<file path="src/rtl/dump_pkg.sv">
// Shared definitions for the run/dump controller: state encoding, word and index widths.
package dump_pkg;
    localparam int DUMP_DATA_W = 32;
    localparam int IDX_W       = 5;

    typedef enum logic [2:0] {
        ST_RUN,
        ST_DRAIN,
        ST_RF_RD,
        ST_RF_OUT,
        ST_MEM_RD,
        ST_MEM_OUT,
        ST_DONE
    } state_t;

    typedef logic [IDX_W-1:0] idx_t;
endpackage

</file>
<file path="src/rtl/dump_out_reg.sv">
// Output holding register: a loaded word stays put until the sink takes it.
module dump_out_reg
    import dump_pkg::*;
#(
    parameter int DATA_W = DUMP_DATA_W
) (
    input  logic              clk,
    input  logic              rst,
    input  logic              load,
    input  logic              load_kind,
    input  logic [IDX_W-1:0]  load_index,
    input  logic [DATA_W-1:0] load_data,
    input  logic              ready,
    output logic              valid,
    output logic              kind,
    output logic [IDX_W-1:0]  index,
    output logic [DATA_W-1:0] data
);

    always_ff @(posedge clk) begin
        if (rst) begin
            valid <= 1'b0;
            kind  <= 1'b0;
            index <= '0;
            data  <= '0;
        end else if (load) begin
            valid <= 1'b1;
            kind  <= load_kind;
            index <= load_index;
            data  <= load_data;
        end else if (valid && ready) begin
            valid <= 1'b0;
        end
    end

endmodule

</file>
<file path="src/rtl/run_dump_ctrl.sv">
// Counts RUN cycles until a zero instruction halts the core, then streams the
// register file followed by data memory out through a valid/ready port.
module run_dump_ctrl
    import dump_pkg::*;
#(
    parameter int DATA_W  = DUMP_DATA_W,
    parameter int NUM_RF  = 32,
    parameter int NUM_MEM = 32,
    parameter int TIMEOUT = 1000,
    parameter int DRAIN   = 0
) (
    input  logic              clk,
    input  logic              rst,
    input  logic [DATA_W-1:0] instr,
    output logic [IDX_W-1:0]  rf_raddr,
    input  logic [DATA_W-1:0] rf_rdata,
    output logic [IDX_W-1:0]  mem_raddr,
    input  logic [DATA_W-1:0] mem_rdata,
    output logic              out_valid,
    input  logic              out_ready,
    output logic              out_kind,
    output logic [IDX_W-1:0]  out_index,
    output logic [DATA_W-1:0] out_data,
    output logic [31:0]       cycle_count,
    output logic              done,
    output logic              timeout
);

    localparam idx_t        LAST_RF    = idx_t'(NUM_RF - 1);
    localparam idx_t        LAST_MEM   = idx_t'(NUM_MEM - 1);
    localparam logic [31:0] CNT_LIMIT  = 32'(TIMEOUT - 1);
    localparam logic [31:0] DRAIN_LAST = 32'((DRAIN > 0) ? DRAIN - 1 : 0);

    function automatic logic [31:0] sat_inc(input logic [31:0] v);
        return (v == '1) ? v : v + 32'd1;
    endfunction

    state_t      state;
    idx_t        idx;
    logic [31:0] drain_cnt;
    logic        load;
    logic        load_kind;
    logic [DATA_W-1:0] load_data;

    // Read data for the address registered in an RD state is sampled at the end of that state.
    assign load      = (state == ST_RF_RD) || (state == ST_MEM_RD);
    assign load_kind = (state == ST_MEM_RD);
    assign load_data = load_kind ? mem_rdata : rf_rdata;

    dump_out_reg #(.DATA_W(DATA_W)) u_out (
        .clk        (clk),
        .rst        (rst),
        .load       (load),
        .load_kind  (load_kind),
        .load_index (idx),
        .load_data  (load_data),
        .ready      (out_ready),
        .valid      (out_valid),
        .kind       (out_kind),
        .index      (out_index),
        .data       (out_data)
    );

    always_ff @(posedge clk) begin
        if (rst) begin
            state       <= ST_RUN;
            idx         <= '0;
            drain_cnt   <= '0;
            cycle_count <= '0;
            done        <= 1'b0;
            timeout     <= 1'b0;
            rf_raddr    <= '0;
            mem_raddr   <= '0;
        end else begin
            case (state)
                ST_RUN: begin
                    // A zero instruction is checked first so halt beats timeout.
                    if (instr == '0) begin
                        if (DRAIN == 0) begin
                            state    <= ST_RF_RD;
                            rf_raddr <= idx;
                        end else begin
                            state     <= ST_DRAIN;
                            drain_cnt <= '0;
                        end
                    end else if (cycle_count == CNT_LIMIT) begin
                        timeout <= 1'b1;
                        done    <= 1'b1;
                        state   <= ST_DONE;
                    end else begin
                        cycle_count <= sat_inc(cycle_count);
                    end
                end
                ST_DRAIN: begin
                    if (drain_cnt == DRAIN_LAST) begin
                        state    <= ST_RF_RD;
                        rf_raddr <= idx;
                    end else begin
                        drain_cnt <= drain_cnt + 32'd1;
                    end
                end
                ST_RF_RD: begin
                    state    <= ST_RF_OUT;
                    rf_raddr <= '0;
                end
                ST_RF_OUT: begin
                    if (out_valid && out_ready) begin
                        if (idx == LAST_RF) begin
                            idx       <= '0;
                            state     <= ST_MEM_RD;
                            mem_raddr <= '0;
                        end else begin
                            idx      <= idx + 1'b1;
                            state    <= ST_RF_RD;
                            rf_raddr <= idx + 1'b1;
                        end
                    end
                end
                ST_MEM_RD: begin
                    state     <= ST_MEM_OUT;
                    mem_raddr <= '0;
                end
                ST_MEM_OUT: begin
                    if (out_valid && out_ready) begin
                        if (idx == LAST_MEM) begin
                            idx   <= '0;
                            state <= ST_DONE;
                            done  <= 1'b1;
                        end else begin
                            idx       <= idx + 1'b1;
                            state     <= ST_MEM_RD;
                            mem_raddr <= idx + 1'b1;
                        end
                    end
                end
                default: state <= ST_DONE;
            endcase
        end
    end

endmodule

</file>
<file path="config.mk">
export PLATFORM = sky130hd
export DESIGN_NAME = run_dump_ctrl
export DESIGN_NICKNAME = d
export VERILOG_FILES = /design/src/rtl/dump_pkg.sv /design/src/rtl/dump_out_reg.sv /design/src/rtl/run_dump_ctrl.sv
export SDC_FILE = /design/constraint.sdc
export NUM_CORES = 1
export LEC_CHECK = 0
export BUFFER_PORTS_ARGS = -buffer_cell sky130_fd_sc_hd__clkbuf_2
export CORE_UTILIZATION = 45
export DETAILED_ROUTE_END_ITERATION = 16
export PLACE_DENSITY_LB_ADDON = 0.1
export SKIP_LAST_GASP = 1
export SYNTH_ARGS = -nofsm -noshare
export SYNTH_HDL_FRONTEND = slang
export SYNTH_SLANG_ARGS = --single-unit
</file>
<file path="constraint.sdc">
create_clock -name clk -period 2.7 [get_ports clk]
set_input_delay 0.405 -clock clk [delete_from_list [all_inputs] [get_ports clk]]
set_output_delay 0.405 -clock clk [all_outputs]
set_load 0.005 [all_outputs]
</file>
==> results.py <==
metrics = {
    "layout": {
        "diodes": 0,
        "layout_common_cells": "clkbuf_2 (180), dfxtp_1 (123), nor2_1 (95)",
        "area_delta_synth_final_pct": 27.4,
        "fillCellCount": 1179,
        "drive_above_1_share": 0.259,
        "final_nets": 991,
        "final_common_cell": "clkbuf_2",
        "fin_util": 0.592,
    },
    "clock_network": {
        "clockBufferDepth": 2,
        "clock_sinks": 123,
        "clkTransAtPathRegs_ns": 0.05,
        "cts-buffers-inserted": 17,
        "htreeDepth": 4,
        "clk_latency_ns": 0.41,
        "cts-root-buf": "clkbuf_16",
        "cts-resized-gates": 0,
        "cts_tree": "yes",
        "cts_post_setup_buffers_inserted": 0,
        "hold_buffers": 0,
    },
    "run": {
        "maxCapViolCount": 0,
    },
    "yosys": {
        "synth_nets": 822,
        "avgSynthCellArea_um2": 8.23,
        "synth-seq-area-share": 0.417,
        "ys_ff_latch": 123,
        "synth_cells": 718,
        "synth_area_um2": 5910,
        "yosys_warnings": 0,
        "synth-edff-count": 0,
        "synthFlopType": "dfxtp_1",
        "synth.distinct_cells": 48,
        "async_reset_ff_frac": 0,
    },
    "critical_path": {
        "path_class": "reg2reg",
        "reg2reg_to": "cycle_count[27]",
        "r2r_setup_slack_ns": 0.28,
        "reg2reg_from": "cycle_count[0]",
        "crit_fanout": 7,
        "end_kind": "flip-flop",
        "required_ns": 3.00,
        "crit_arrival_ns": 2.72,
        "crit_path_start_kind": "flip-flop",
        "r2r_cells": 8,
    },
    "hold_path": {
        "min_from": "rf_rdata[3]",
        "worstHoldEndpoint": "u_out.data[3]",
        "hold_class": "in2reg",
        "whs_path_depth": 3,
    },
    "sta": {
        "fin_crit_sh": 0.897,
        "max_freq_ghz": 0.413,
        "slew_headroom": 0.453,
        "layout_min_cycle_time_ns": 2.42,
        "setup_viol": 0,
        "hold_viol": 0,
        "fin_worst_skew_ns": 0.00653,
        "worst_pin_slew_ns": 0.813,
        "maxSlewViolCount": 0,
        "fin_setup_tns_ns": 0,
        "rsz0062_at_grt": "false",
    },
    "detailed_routing": {
        "vias_per_cell": 5.48,
        "ant_nets": 0,
        "drt_pre_antenna_iters": 4,
        "drc": 0,
        "vias": 5860,
        "wl_per_cell_um": 14.5,
        "drtIter0Drc": 429,
        "routed_wl_um": 15500,
    },
    "run_status": {
        "status": "complete, no violations",
    },
    "floorplan": {
        "die_area_um2": 13600,
        "die_y_um": 117,
        "coreArea_um2": 12700,
        "start_util": 0.464,
        "ios": 182,
        "fp.dieW_um": 117,
        "rows": 41,
    },
    "placed_design": {
        "hpwl_um": 11100,
        "portBuffers": 181,
        "gp_congestion": 0.893,
    },
    "pwr": {
        "leakagePower_nw": 2.92,
        "peakVddDrop_mv": 0.590,
        "p_per_area_nw_per_um2": 828,
    },
    "global_routing": {
        "grt_pass1_vias": 5366,
        "grt_max_degree": 128,
        "overflow": 0,
        "antenna_found_initial": 0,
        "grt_usage": 0.236,
        "grt_pass1_wl_um": 25200,
    },
}
-- per-stage QoR --
stage / area, µm² / std cells / hold slack [ns] / total power [mW] / setup WS [ns]
2_1_floorplan: 5910 / 718 / 0.448 / 3.53 / 0.507
3_3_place_gp: 6990 / 1040 / 0.450 / 4.11 / 0.345
3_5_place_dp: 6990 / 1040 / 0.452 / 4.17 / 0.261
4_1_cts: 7530 / 1069 / 0.288 / 6.27 / 0.248
5_1_grt: 7530 / 1069 / 0.310 / 6.60 / 0.0392
6_report: 7530 / 1069 / 0.309 / 6.23 / 0.277
-- worst max path at each step --
stage	slack, ns	from	endpoint
4_1_cts	0.25	cycle_count[0]	cycle_count[27]
5_1_grt	0.04	cycle_count[0]	cycle_count[27]
3_3_place_gp	0.34	cycle_count[6]	cycle_count[18]
2_1_floorplan	0.51	cycle_count[6]	cycle_count[1]
3_5_place_dp	0.26	cycle_count[0]	cycle_count[27]
6_report	0.28	cycle_count[0]	cycle_count[27]
-- logic make-up after synthesis --
group | Yosys count | synth area share
fa+ha+maj | 5 | 0.0106
buf+inv | 63 | 0.0434
xor+xnor | 23 | 0.0341
mux | 43 | 0.0739
compound gates | 144 | 0.150
simple gates | 317 | 0.271
flops | 123 | 0.417
-- flip-flops by register name (all words and copies together) (netlist names) --
register / flops
mem_raddr: 5
timeout: 1
state: 3
u_out.valid: 1
idx: 5
done: 1
u_out.index: 5
u_out.kind: 1
cycle_count: 32
u_out.data: 32
rf_raddr: 5
drain_cnt: 32
-- routing by layer --
metal	up-vias	share of wire	track usage
li1	2950	-	-
met5	-	0	0
met3	23	0.044	0.0633
met2	161	0.49	0.401
met1	2726	0.45	0.286
met4	0	0.014	0.0835
-- critical path: stages, from the launching register on --
cell and delay (ns):
dfxtp_1 0.35, ha_1 0.24, and3_1 0.23, nand3_1 0.10, nor3_1 0.09, nor4_1 0.72, buf_4 0.28, a31oi_1 0.10
o21a_1 0.19
-- area by class of cell --
class	instances	area (µm²)	share of cell area
Timing Repair Buffer	194	1030	0.137
Sequential cell	123	2460	0.327
Clock buffer	27	503	0.0668
Tap cell	172	215	0.0286
Multi-Input combinational cell	532	3210	0.426
Inverter	19	71.3	0.00947
Clock inverter	2	35.0	0.00465
-- cell usage after synthesis (2+ instances only) --
| master | n | area share |
|---|---|---|
| dfxtp_1 | 123 | 0.42 |
| nor2_1 | 96 | 0.061 |
| nand2_1 | 52 | 0.033 |
| a21oi_1 | 51 | 0.043 |
| mux2i_1 | 38 | 0.064 |
| a211oi_1 | 34 | 0.043 |
| clkbuf_1 | 33 | 0.021 |
| nor4_1 | 30 | 0.032 |
| o21ai_0 | 28 | 0.024 |
| nand4_1 | 26 | 0.028 |
| or3_1 | 25 | 0.026 |
| nor3_1 | 22 | 0.019 |
| inv_1 | 19 | 0.012 |
| nand3_1 | 19 | 0.016 |
| xnor2_1 | 17 | 0.025 |
| or4_1 | 10 | 0.013 |
| nor2b_1 | 8 | 0.0085 |
| buf_2 | 7 | 0.0059 |
| nand2b_1 | 7 | 0.0074 |
| o31ai_1 | 7 | 0.0089 |
| and3_1 | 6 | 0.0064 |
| xor2_1 | 6 | 0.0089 |
| ha_1 | 5 | 0.011 |
| mux2_2 | 5 | 0.0095 |
| nor3b_1 | 4 | 0.0051 |
| a31o_2 | 3 | 0.0044 |
| a31oi_1 | 3 | 0.0032 |
| and2_1 | 3 | 0.0032 |
| buf_4 | 3 | 0.0038 |
| o211ai_1 | 3 | 0.0038 |
| o21a_1 | 3 | 0.0038 |
| a311oi_1 | 2 | 0.0030 |
| nand3b_1 | 2 | 0.0025 |
| o2111ai_1 | 2 | 0.0030 |
| o21ai_1 | 2 | 0.0017 |
| o21bai_1 | 2 | 0.0025 |
-- power by group --
| group | switching [mW] | internal [mW] |
|---|---|---|
| Clock | 0.741 | 1.35 |
| Combinational | 1.13 | 0.768 |
| Sequential | 0.167 | 2.08 |
(Power assumes the default switching activity.)
